===== src/rtl/sram_port0_ctrl.sv =====
// Single-port SRAM front end: serialises byte-masked writes, two-cycle reads
// and a whole-array zero-fill onto the registered port-0 pins of the macro.
module sram_port0_ctrl #(
  parameter int ADDR_WIDTH = 9,
  parameter int DATA_WIDTH = 32,
  parameter int NUM_WMASKS = 4
) (
  input  logic                    clk,
  input  logic                    rst_n,
  input  logic                    req_valid,
  output logic                    req_ready,
  input  logic                    req_we,
  input  logic [ADDR_WIDTH+1:0]   req_addr,
  input  logic [DATA_WIDTH-1:0]   req_wdata,
  input  logic [NUM_WMASKS-1:0]   req_be,
  output logic                    rsp_valid,
  output logic [DATA_WIDTH-1:0]   rsp_rdata,
  input  logic                    clear_start,
  output logic                    busy,
  output logic                    clear_done,
  output logic                    sram_csb0,
  output logic                    sram_web0,
  output logic [NUM_WMASKS-1:0]   sram_wmask0,
  output logic [ADDR_WIDTH-1:0]   sram_addr0,
  output logic [DATA_WIDTH-1:0]   sram_din0,
  input  logic [DATA_WIDTH-1:0]   sram_dout0
);

  typedef enum logic [1:0] {IDLE, RD_WAIT, RD_CAP, CLEAR} state_t;

  localparam logic [ADDR_WIDTH-1:0] LAST_ADDR = '1;

  state_t                  state;
  logic [ADDR_WIDTH-1:0]   clr_cnt;
  logic [ADDR_WIDTH-1:0]   req_word;
  logic                    unused_byte_offset;

  // Requests are word-aligned; the byte offset carries no information here.
  assign req_word           = req_addr[ADDR_WIDTH+1:2];
  assign unused_byte_offset = ^req_addr[1:0];

  // A pending clear wins over a simultaneous request, so refuse it up front.
  assign req_ready = (state == IDLE) && !clear_start;
  assign busy      = (state != IDLE);

  always_ff @(posedge clk or negedge rst_n) begin
    if (!rst_n) begin
      state       <= IDLE;
      clr_cnt     <= '0;
      sram_csb0   <= 1'b1;
      sram_web0   <= 1'b1;
      sram_wmask0 <= '0;
      sram_addr0  <= '0;
      sram_din0   <= '0;
      rsp_valid   <= 1'b0;
      rsp_rdata   <= '0;
      clear_done  <= 1'b0;
    end else begin
      rsp_valid  <= 1'b0;
      clear_done <= 1'b0;
      case (state)
        IDLE: begin
          sram_csb0   <= 1'b1;
          sram_web0   <= 1'b1;
          sram_wmask0 <= '0;
          if (clear_start) begin
            state   <= CLEAR;
            clr_cnt <= '0;
          end else if (req_valid) begin
            sram_csb0  <= 1'b0;
            sram_addr0 <= req_word;
            if (req_we) begin
              sram_web0   <= 1'b0;
              sram_wmask0 <= req_be;
              sram_din0   <= req_wdata;
            end else begin
              state <= RD_WAIT;
            end
          end
        end
        RD_WAIT: begin
          // Macro latches the read on this edge; data is valid before the next.
          sram_csb0   <= 1'b1;
          sram_web0   <= 1'b1;
          sram_wmask0 <= '0;
          state       <= RD_CAP;
        end
        RD_CAP: begin
          sram_csb0   <= 1'b1;
          sram_web0   <= 1'b1;
          sram_wmask0 <= '0;
          rsp_rdata   <= sram_dout0;
          rsp_valid   <= 1'b1;
          state       <= IDLE;
        end
        CLEAR: begin
          sram_csb0   <= 1'b0;
          sram_web0   <= 1'b0;
          sram_wmask0 <= '1;
          sram_addr0  <= clr_cnt;
          sram_din0   <= '0;
          // Stop on the last word rather than letting the counter wrap.
          if (clr_cnt == LAST_ADDR) begin
            clear_done <= 1'b1;
            state      <= IDLE;
          end else begin
            clr_cnt <= clr_cnt + 1'b1;
          end
        end
        default: state <= IDLE;
      endcase
    end
  end

endmodule


===== config.mk =====
export PLATFORM = sky130hd
export DESIGN_NAME = sram_port0_ctrl
export DESIGN_NICKNAME = d
export VERILOG_FILES = /design/src/rtl/sram_port0_ctrl.sv
export SDC_FILE = /design/constraint.sdc
export NUM_CORES = 1
export LEC_CHECK = 0
export CORE_AREA = 2 2 83 116
export CTS_CLUSTER_DIAMETER = 50
export DETAILED_ROUTE_END_ITERATION = 12
export DIE_AREA = 0 0 85 118
export PLACE_DENSITY_LB_ADDON = 0.15
export SETUP_SLACK_MARGIN = 0.02
export SLEW_MARGIN = 5
export SYNTH_ARGS = -nofsm -noshare
export SYNTH_HDL_FRONTEND = slang
export SYNTH_SLANG_ARGS = --single-unit

===== constraint.sdc =====
create_clock -name clk -period 4.2 [get_ports clk]
set_input_delay 0.84 -clock clk [delete_from_list [all_inputs] [get_ports clk]]
set_output_delay 0.84 -clock clk [all_outputs]
set_load 0.01 [all_outputs]

==> flow_metrics.env, run 1 <==
export IMPL_place_area_sq_um=5739
export IMPL_dpl_hpwl_um=6725
export IMPL_internal_power_w=0.002899
export IMPL_grt_pass1_vias=3077
export IMPL_crit_type="input port to primary output"
export IMPL_clkLatencyLatePin_ns=0.33
export IMPL_ant_nets=0
export IMPL_post_cts_repair_setup_buffers=0
export IMPL_io_buffers=164
export IMPL_synth_flop_cell="dfrtp_1"
export IMPL_start_util_pct=44.86
export IMPL_fin_area_sq_um=6003
export IMPL_highest_layer="met4"
export IMPL_synth_edf_count=0
export IMPL_irDropWorstVdd_v=0.0004495
export IMPL_async_flop_share_pct=100.0
export IMPL_maxCapViolCount=0
export IMPL_final_min_clock_period_ns=2.921
export IMPL_post_route_period_util_pct=69.56
export IMPL_layout_area_overhead_vs_synth_pct=49.05
export IMPL_die_h_um=118
export IMPL_dr_first_iter_drc_count=125
export IMPL_synth_avg_cell_area_sq_um=11.88
export IMPL_via_per_inst=5.054
export IMPL_grt_ovfl_total=0
export IMPL_holdBufCountCts=0
export IMPL_syn_cell_area_sq_um=4028
export IMPL_synth_most_common_cell="dfrtp_1"
export IMPL_num_antenna_cells=0
export IMPL_reg2regPathDepth=6
export IMPL_numCtsBuffers=9
export IMPL_path_max_fanout=3
export IMPL_min_path_type="input port to asynchronous set/reset pin"
export IMPL_netlist_area_leader_share_pct=55.92
export IMPL_rr_endpoint="sram_din0[22]$_DFFE_PN0P_"
export IMPL_fp_dieW_um=85
export IMPL_drive_gt1_share_pct=14.51
export IMPL_gp_congestion=0.7653
export IMPL_ios=167
export IMPL_synth_seq_cells=92
export IMPL_combPwrFrac_pct=48.0
export IMPL_ctsRootBufferMaster="clkbuf_16"
export IMPL_wl_per_cell_um=15.57
export IMPL_clock_sinks=92
export IMPL_power_density_nw_per_um2=710.2
export IMPL_antenna_found_initial=0
export IMPL_vias=3083
export IMPL_fmax_mhz=342.3
export IMPL_clk_pin_slew_worst_paths_ns=0.06
export IMPL_wl_met1_um=4065
export IMPL_worstReg2RegStart="state[1]$_DFFE_PN0P_"
export IMPL_end_kind="primary output"
export IMPL_slew_viol_final=0
export IMPL_p_seq_share_pct=35.0
export IMPL_synth_cell_type_count=38
export IMPL_drc=0
export IMPL_switching_share_pct=32.00
export IMPL_met2_length_um=4550
export IMPL_cp_start_kind="input port"
export IMPL_core_area_sq_um=8977
export IMPL_p_total_w=0.004264
export IMPL_grt_start_max_net_pins=42
export IMPL_cts_tree="done"
export IMPL_clkPwrFrac_pct=17.0
export IMPL_wl_met3_um=749
export IMPL_fp_row_count=41
export IMPL_yosysSeqAreaShare_pct=57.22
export IMPL_status="completed"
export IMPL_timing_setup_tns_ns=0
export IMPL_yosys_warnings=0
export IMPL_relSlewSlack_pct=40.52
export IMPL_cp_data_required_time_ns=3.36
export IMPL_wl_um=9498
export IMPL_h_tree_depth=3
export IMPL_fp_dieArea_sq_um=10030
export IMPL_first_pass_iters=4
export IMPL_finalHoldViolCount=0
export IMPL_grt_pass1_wl_um=15160
export IMPL_clock_path_buffers=2
export IMPL_finClkSkew_ns=0.003770
export IMPL_synth_top_area_cell="dfrtp_1"
export IMPL_netlist_top_cells_count="90 x dfrtp_1, 48 x mux2_2, 41 x inv_1"
export IMPL_syn_inst=339
export IMPL_synthTopCellsByArea="dfrtp_1 56%, mux2_2 13%, nand3b_1 6.2%"
export IMPL_nets=588
export IMPL_rrSetupSlack_ns=1.70
export IMPL_grt_use_total_pct=18.96
export IMPL_worstPathArrival_ns=2.08
export IMPL_cellLeakagePower_nw=2.493
export IMPL_tightest_slew_ns=0.8922
export IMPL_finalSetupViolCount=0
export IMPL_p_sw_w=0.001364
export IMPL_postCtsResizedCells=0
export IMPL_syn_num_nets=429
export IMPL_rsz0062_at_grt="no"
==> routing by layer <==
layer | track usage, % | vias to the layer above
met2 | 30.22 | 119
li1 | - | 1471
met5 | 0 | -
met1 | 23.87 | 1485
met4 | 6.845 | 0
met3 | 6.381 | 8
==> flip-flops by register name, summed over array words and instances (netlist names) <==
register / flops
state: 2
clear_done: 1
sram_din0: 32
clr_cnt: 9
sram_addr0: 9
sram_web0: 1
rsp_rdata: 32
rsp_valid: 1
sram_csb0: 1
sram_wmask0: 4
==> cells in the final DEF (no fill, tap or decap) <==
master	count
clkdlybuf4s50_1	163
dfrtp_1	90
mux2_2	48
inv_1	41
nand3b_1	33
o21ai_0	33
nand2_1	12
o31ai_1	12
clkbuf_16	9
buf_4	7
ha_1	6
mux2i_1	4
clkbuf_1	4
nand2b_1	3
a21oi_1	3
nor4_1	3
nor2_1	2
mux2_1	2
nand4b_1	2
or4_1	2
o41ai_1	2
a22o_1	2
clkinv_2	2
dfstp_2	2
nand4_1	1
nand3_1	1
o21a_1	1
and4b_1	1
o21bai_1	1
and2_4	1
nor2b_1	1
a21o_1	1
and2b_2	1
o22a_1	1
nor3_1	1
nor4b_1	1
or2_2	1
nand2_2	1
or3_1	1
clkbuf_8	1
==> worst max path at each step <==
| stage | from | end |
|---|---|---|
| after detailed placement | req_we | sram_din0[27]$_DFFE_PN0P_ |
| final | clear_start | req_ready |
| after floorplan | clear_start | req_ready |
| after CTS | clear_start | req_ready |
| after global placement | req_we | sram_din0[1]$_DFFE_PN0P_ |
| after global routing | clear_start | req_ready |
==> through the flow <==
step | hold slack, ns | worst slack (ns) | utilization, % | instances
after global placement | 0.4679 | 1.237 | 63.93 | 594
final | 0.4799 | 1.279 | 66.87 | 610
after global routing | 0.5132 | 1.173 | 66.87 | 610
after detailed placement | 0.4828 | 1.169 | 63.93 | 594
after CTS | 0.4921 | 1.248 | 66.87 | 610
after floorplan | 0.5168 | 2.092 | - | 339
==> worst max-delay path, stage by stage <==
cell and delay, ns:
clkdlybuf4s50_1 0.42, nor2b_1 0.23, clkdlybuf4s50_1 0.58
==> area by class of cell <==
type                            count  area, sq um
Clock inverter                      2        10.01
Clock buffer                       14        254.0
Inverter                           41        153.9
Sequential cell                    92         2305
Timing Repair Buffer              170         1684
Multi-Input combinational cell    184         1463
Fill cell                         708         2974
Tap cell                          107        133.9
==> power groups by stage <==
stage	Combinational (W)	Clock [W]	Sequential, W
after floorplan	0.000815	0	0.00169
after global placement	0.00203	0	0.00149
after detailed placement	0.00207	0	0.00151
after CTS	0.00207	0.000749	0.00150
after global routing	0.00219	0.000784	0.00155
final	0.00204	0.000726	0.00149
==> cell families (layout without fill, tap and decap cells) <==
logic type               count (synthesis)  in the layout  synth area share, %
multiplexers                            54             54                14.97
buffers and inverters                   63            227                6.462
AND/OR/NAND/NOR                         68             68                11.12
AO/OA/AOI/OAI                           56             56                8.357
adder cells (fa/ha/maj)                  6              6                1.864
flip-flops                              92             92                57.22
No activity file was read; power rests on OpenSTA's default activity.
==> inputs of run 2 (changes only) <==
--- a/config.mk
+++ b/config.mk
@@ -5,10 +5,10 @@
 export SDC_FILE = /design/constraint.sdc
 export NUM_CORES = 1
 export LEC_CHECK = 0
-export CORE_AREA = 2 2 83 116
+export CORE_AREA = 2 2 89 126
 export CTS_CLUSTER_DIAMETER = 50
 export DETAILED_ROUTE_END_ITERATION = 12
-export DIE_AREA = 0 0 85 118
+export DIE_AREA = 0 0 91 128
 export PLACE_DENSITY_LB_ADDON = 0.15
 export SETUP_SLACK_MARGIN = 0.02
 export SLEW_MARGIN = 5
==> constraint.sdc (replaced) <==
create_clock -name clk -period 2.6 [get_ports clk]
set_input_delay 0.52 -clock clk [delete_from_list [all_inputs] [get_ports clk]]
set_output_delay 0.52 -clock clk [all_outputs]
set_load 0.01 [all_outputs]
==> run 2 against run 1 <==
Routed wire length rose by 3.2%; setup slack got worse by 1.1 ns; first-iteration DRC count fell by 20%; final cell count rose by 5.6%; critical path depth rose by 1; largest cell class unchanged; combinational power rose by 64%; die area rose by 16%; clock skew barely moved; hold slack got worse by 0.34 ns; sequential power rose by 62%; clock power rose by 65%; sequential cell count did not move.
==> flow_metrics.env, run 2 (synthesized netlist as in run 1, its figures left out) <==
export IMPL_h_tree_depth=3
export IMPL_final_min_clock_period_ns=2.391
export IMPL_fp_dieW_um=91
export IMPL_power_density_nw_per_um2=1144
export IMPL_io_buffers=164
export IMPL_rsz0062_at_grt="no"
export IMPL_drive_gt1_share_pct=15.51
export IMPL_post_route_period_util_pct=91.97
export IMPL_instances_no_fill=644
export IMPL_antenna_found_initial=0
export IMPL_timing_setup_tns_ns=0
export IMPL_final_cell_mix="163 x clkdlybuf4s50_1, 90 x dfrtp_1, 48 x mux2_2"
export IMPL_finClkSkew_ns=0.003876
export IMPL_cp_data_required_time_ns=2.08
export IMPL_pre_cts_slack_ns=0.2626
export IMPL_wl_met3_um=639
export IMPL_grt_use_total_pct=17.64
export IMPL_finalSetupViolCount=0
export IMPL_clk_pin_slew_worst_paths_ns=0.06
export IMPL_wl_um=9804
export IMPL_wl_met1_um=4107
export IMPL_core_area_sq_um=10590
export IMPL_via_per_inst=4.769
export IMPL_ctsRootBufferMaster="clkbuf_16"
export IMPL_maxCapViolCount=0
export IMPL_grt_pass1_vias=3239
export IMPL_ant_nets=0
export IMPL_top_regs="rsp_rdata: 32 flops, sram_din0: 32 flops"
export IMPL_gp_congestion=0.7649
export IMPL_crit_type="register to primary output"
export IMPL_rrSetupSlack_ns=0.55
export IMPL_irDropWorstVdd_v=0.0004575
export IMPL_nets=589
export IMPL_wl_per_cell_um=15.22
export IMPL_layout_area_overhead_vs_synth_pct=50.95
export IMPL_grt_pass1_wl_um=16350
export IMPL_cp_start_kind="register"
export IMPL_fp_dieArea_sq_um=11650
export IMPL_tightest_slew_ns=0.4943
export IMPL_post_cts_repair_setup_buffers=0
export IMPL_setup_slack_ns=0.2087
export IMPL_cellLeakagePower_nw=2.506
export IMPL_mostFrequentLayoutCell="clkdlybuf4s50_1"
export IMPL_first_pass_iters=4
export IMPL_met2_length_um=4857
export IMPL_vias=3071
export IMPL_clock_path_buffers=2
export IMPL_placed_cells=629
export IMPL_die_h_um=128
export IMPL_fmax_mhz=418.2
export IMPL_worstPathArrival_ns=1.87
export IMPL_grt_start_max_net_pins=55
export IMPL_holdBufCountCts=0
export IMPL_dpl_hpwl_um=7050
export IMPL_end_kind="primary output"
export IMPL_start_util_pct=38.05
export IMPL_clock_sinks=92
export IMPL_status="completed"
export IMPL_path_max_fanout=8
export IMPL_numCtsBuffers=9
export IMPL_slew_viol_final=0
export IMPL_relSlewSlack_pct=67.04
export IMPL_dr_first_iter_drc_count=100
export IMPL_ios=167
export IMPL_finalHoldViolCount=0
export IMPL_clkLatencyLatePin_ns=0.33
export IMPL_p_total_w=0.006956
export IMPL_min_path_type="input port to asynchronous set/reset pin"
export IMPL_highest_layer="met4"
export IMPL_fp_row_count=45
export IMPL_grt_ovfl_total=0
export IMPL_cts_tree="done"
export IMPL_drc=0
export IMPL_num_antenna_cells=0
run 2: changes by cell type in the layout (fill, tap and decap cells not counted):
cell,delta
clkbuf_8,+1
clkbuf_1,-2
ha_1,-2
ha_2,+2
nor2b_1,-1
nor2b_2,+1
buf_12,+1
run 2: power breakdown:
part	switching [W]	total [W]	internal, W
logic	0.00139	0.00334	0.00194
registers	0.000322	0.00242	0.00210
clock network	0.000507	0.00120	0.000692
total	0.00222	0.00696	0.00473
run 2: path summary, 6_finish.rpt:
kind | endpoint | depth (start not counted) | startpoint
worst max-delay path | req_ready | 4 | state[0]$_DFFE_PN0P_
worst min-delay path | rsp_rdata[6]$_DFFE_PN0P_ | 1 | rst_n
worst max register to register | clr_cnt[3]$_DFFE_PN0P_ | 7 | clr_cnt[0]$_DFFE_PN0P_
worst min register to register | rsp_rdata[7]$_DFFE_PN0P_ | 1 | rsp_rdata[7]$_DFFE_PN0P_
max in group asynchronous | sram_csb0$_DFF_PN1_ | 2 | rst_n
min in group clk | rsp_rdata[7]$_DFFE_PN0P_ | 1 | rsp_rdata[7]$_DFFE_PN0P_
run 2: routing by layer:
layer / track usage [%] / vias up
li1: - / 1483
met3: 4.115 / 11
met1: 21.40 / 1464
met4: 7.932 / 0
met5: 0 / -
met2: 29.89 / 113
run 2: metrics by stage:
step | hold WS [ns] | util [%] | cell area, sq um
floorplan | 0.2244 | - | 4028
global placement | 0.4659 | 54.83 | 5804
detailed placement | 0.4742 | 54.83 | 5804
CTS | 0.1577 | 57.41 | 6077
global route | 0.1886 | 57.44 | 6080
finish | 0.1448 | 57.44 | 6080
run 2: critical path: stages, from the launching register on:
cell             delay, ns
dfrtp_1               0.41
inv_1                 0.10
ha_2                  0.25
nor2b_2               0.22
clkdlybuf4s50_1       0.56
run 2: final cells by class:
type | count | area (sq um)
multi-input combinational | 184 | 1470
timing repair buffer | 171 | 1704
clock buffer | 13 | 260.3
inverter | 41 | 153.9
clock inverter | 2 | 10.01
fill | 953 | 4506
tap | 141 | 176.4
sequential | 92 | 2305
run 2: what timing repair did:
| item | 4_1_cts | 5_1_grt |
|---|---|---|
| resized for setup | 1 | 1 |
| setup endpoints to repair | 1 | 1 |
| endpoints found under the hold margin | 0 | 0 |
| pin swaps | 0 | 0 |
==> inputs of run 3 (changes only) <==
--- a/config.mk
+++ b/config.mk
@@ -5,10 +5,10 @@
 export SDC_FILE = /design/constraint.sdc
 export NUM_CORES = 1
 export LEC_CHECK = 0
-export CORE_AREA = 2 2 89 126
+export CORE_AREA = 5 5 92 129
 export CTS_CLUSTER_DIAMETER = 50
 export DETAILED_ROUTE_END_ITERATION = 12
-export DIE_AREA = 0 0 91 128
+export DIE_AREA = 0 0 97 134
 export PLACE_DENSITY_LB_ADDON = 0.15
 export SETUP_SLACK_MARGIN = 0.02
 export SLEW_MARGIN = 5
==> run 3 against run 2 <==
Core utilization about the same; critical path depth stayed put; power grew 2.0%; final cell count grew 0.16%; clock power rose by 10%; non-clock buffer count unchanged; critical endpoint unchanged.
==> flow_metrics.env, run 3 (synthesized netlist as in run 1, its figures left out) <==
export IMPL_status="completed"
export IMPL_finalHoldViolCount=0
export IMPL_wl_per_cell_um=15.74
export IMPL_ios=167
export IMPL_dpl_hpwl_um=7293
export IMPL_clkLatencyLatePin_ns=0.33
export IMPL_tightest_slew_ns=0.9148
export IMPL_vias=3078
export IMPL_mostFrequentLayoutCell="clkdlybuf4s50_1"
export IMPL_grt_ovfl_total=0
export IMPL_grt_start_max_net_pins=51
export IMPL_cellLeakagePower_nw=2.511
export IMPL_post_cts_repair_setup_buffers=0
export IMPL_cp_start_kind="register"
export IMPL_irDropWorstVdd_v=0.0004572
export IMPL_cp_data_required_time_ns=2.08
export IMPL_final_cell_mix="163 x clkdlybuf4s50_1, 90 x dfrtp_1, 48 x mux2_2"
export IMPL_num_antenna_cells=0
export IMPL_nets=589
export IMPL_grt_pass1_vias=3231
export IMPL_clock_path_buffers=2
export IMPL_reg2regPathDepth=3
export IMPL_path_max_fanout=8
export IMPL_fp_dieW_um=97
export IMPL_io_buffers=164
export IMPL_fp_dieArea_sq_um=13000
export IMPL_relSlewSlack_pct=39.02
export IMPL_die_h_um=134
export IMPL_min_path_type="input port to asynchronous set/reset pin"
export IMPL_start_util_pct=37.85
export IMPL_maxCapViolCount=0
export IMPL_layout_area_overhead_vs_synth_pct=51.82
export IMPL_clk_pin_slew_worst_paths_ns=0.06
export IMPL_grt_pass1_wl_um=16860
export IMPL_timing_setup_tns_ns=0
export IMPL_grt_use_total_pct=15.95
export IMPL_gp_congestion=0.7728
export IMPL_fp_row_count=45
export IMPL_rr_endpoint="sram_din0[18]$_DFFE_PN0P_"
export IMPL_h_tree_depth=3
export IMPL_rrSetupSlack_ns=0.54
export IMPL_slew_viol_final=0
export IMPL_clock_sinks=92
export IMPL_drc=0
export IMPL_cts_tree="done"
export IMPL_dr_first_iter_drc_count=80
export IMPL_p_total_w=0.007092
export IMPL_first_pass_iters=4
export IMPL_worstReg2RegStart="state[0]$_DFFE_PN0P_"
export IMPL_ctsRootBufferMaster="clkbuf_16"
export IMPL_finalSetupViolCount=0
export IMPL_instances_no_fill=645
export IMPL_crit_type="register to primary output"
export IMPL_placed_cells=629
export IMPL_numCtsBuffers=9
export IMPL_power_density_nw_per_um2=1160
export IMPL_drive_gt1_share_pct=15.67
export IMPL_antenna_found_initial=0
export IMPL_post_route_period_util_pct=91.99
export IMPL_rsz0062_at_grt="no"
export IMPL_fmax_mhz=418.1
export IMPL_worstPathArrival_ns=1.87
export IMPL_via_per_inst=4.772
export IMPL_finClkSkew_ns=0.007699
export IMPL_cp_startpoint="state[1]$_DFFE_PN0P_"
export IMPL_ant_nets=0
export IMPL_fillers=882
export IMPL_end_kind="primary output"
export IMPL_cp_endpoint="req_ready"
export IMPL_wl_um=10150
export IMPL_final_min_clock_period_ns=2.392
export IMPL_holdBufCountCts=0
export IMPL_top_regs="rsp_rdata: 32 flops, sram_din0: 32 flops"
export IMPL_core_area_sq_um=10640
[run 3: timing repair]
action,in CTS,in global routing
pin swaps,0,0
resized for setup,1,1
endpoints found under the setup margin,1,1
[run 3: stage by stage]
step,cell area (sq um),hold WS (ns),worst slack (ns),utilization [%]
floorplan,4028,0.2244,0.6707,-
global placement,5804,0.4600,0.2454,54.54
detailed placement,5804,0.4650,0.2335,54.54
CTS,6112,0.1050,0.09176,57.44
global route,6115,0.1148,0.1009,57.46
finish,6115,0.1031,0.2083,57.46
[run 3: metal layers]
layer  up-vias  wire length (um)  part of all wire (%)  global-route usage [%]
li1       1487                 -                     -                       -
met3        10               746                   7.3                   5.307
met4         0               168                   1.7                   6.167
met2       115              4882                    48                   25.65
met1      1466              4355                    43                   19.91
met5         -                 0                     0                       0
[run 3: worst min-delay path by stage]
stage          startpoint  slack (ns)                  endpoint  cells past startpoint
4_1_cts             rst_n        0.11  rsp_rdata[7]$_DFFE_PN0P_                      1
5_1_grt             rst_n        0.11  rsp_rdata[7]$_DFFE_PN0P_                      1
3_3_place_gp        rst_n        0.46  rsp_rdata[7]$_DFFE_PN0P_                      1
2_1_floorplan       rst_n        0.22      clear_done$_DFF_PN0_                      0
6_report            rst_n        0.10  rsp_rdata[7]$_DFFE_PN0P_                      1
3_5_place_dp        rst_n        0.47  rsp_rdata[7]$_DFFE_PN0P_                      1
[run 3: where the power goes]
part / leakage [nW] / internal [W] / total [W] / switching (W)
combinational: 1.21 / 0.00195 / 0.00334 / 0.00140
sequential: 1.16 / 0.00210 / 0.00243 / 0.000331
clock: 0.142 / 0.000799 / 0.00132 / 0.000522
[run 3: worst max-delay path, stage by stage, from the launching register on]
cell	delay, ns
dfrtp_1	0.40
inv_1	0.10
ha_2	0.25
nor2b_2	0.23
clkdlybuf4s50_1	0.56
[run 3: cell type report]
type	count	area [sq um]	share of cell area, %
Tap cell	141	176.4	2.885
Clock buffer	13	260.3	4.256
Sequential cell	92	2305	37.69
Timing Repair Buffer	171	1704	27.87
Clock inverter	3	45.04	0.7366
Inverter	41	153.9	2.517
Multi-Input combinational cell	184	1470	24.04
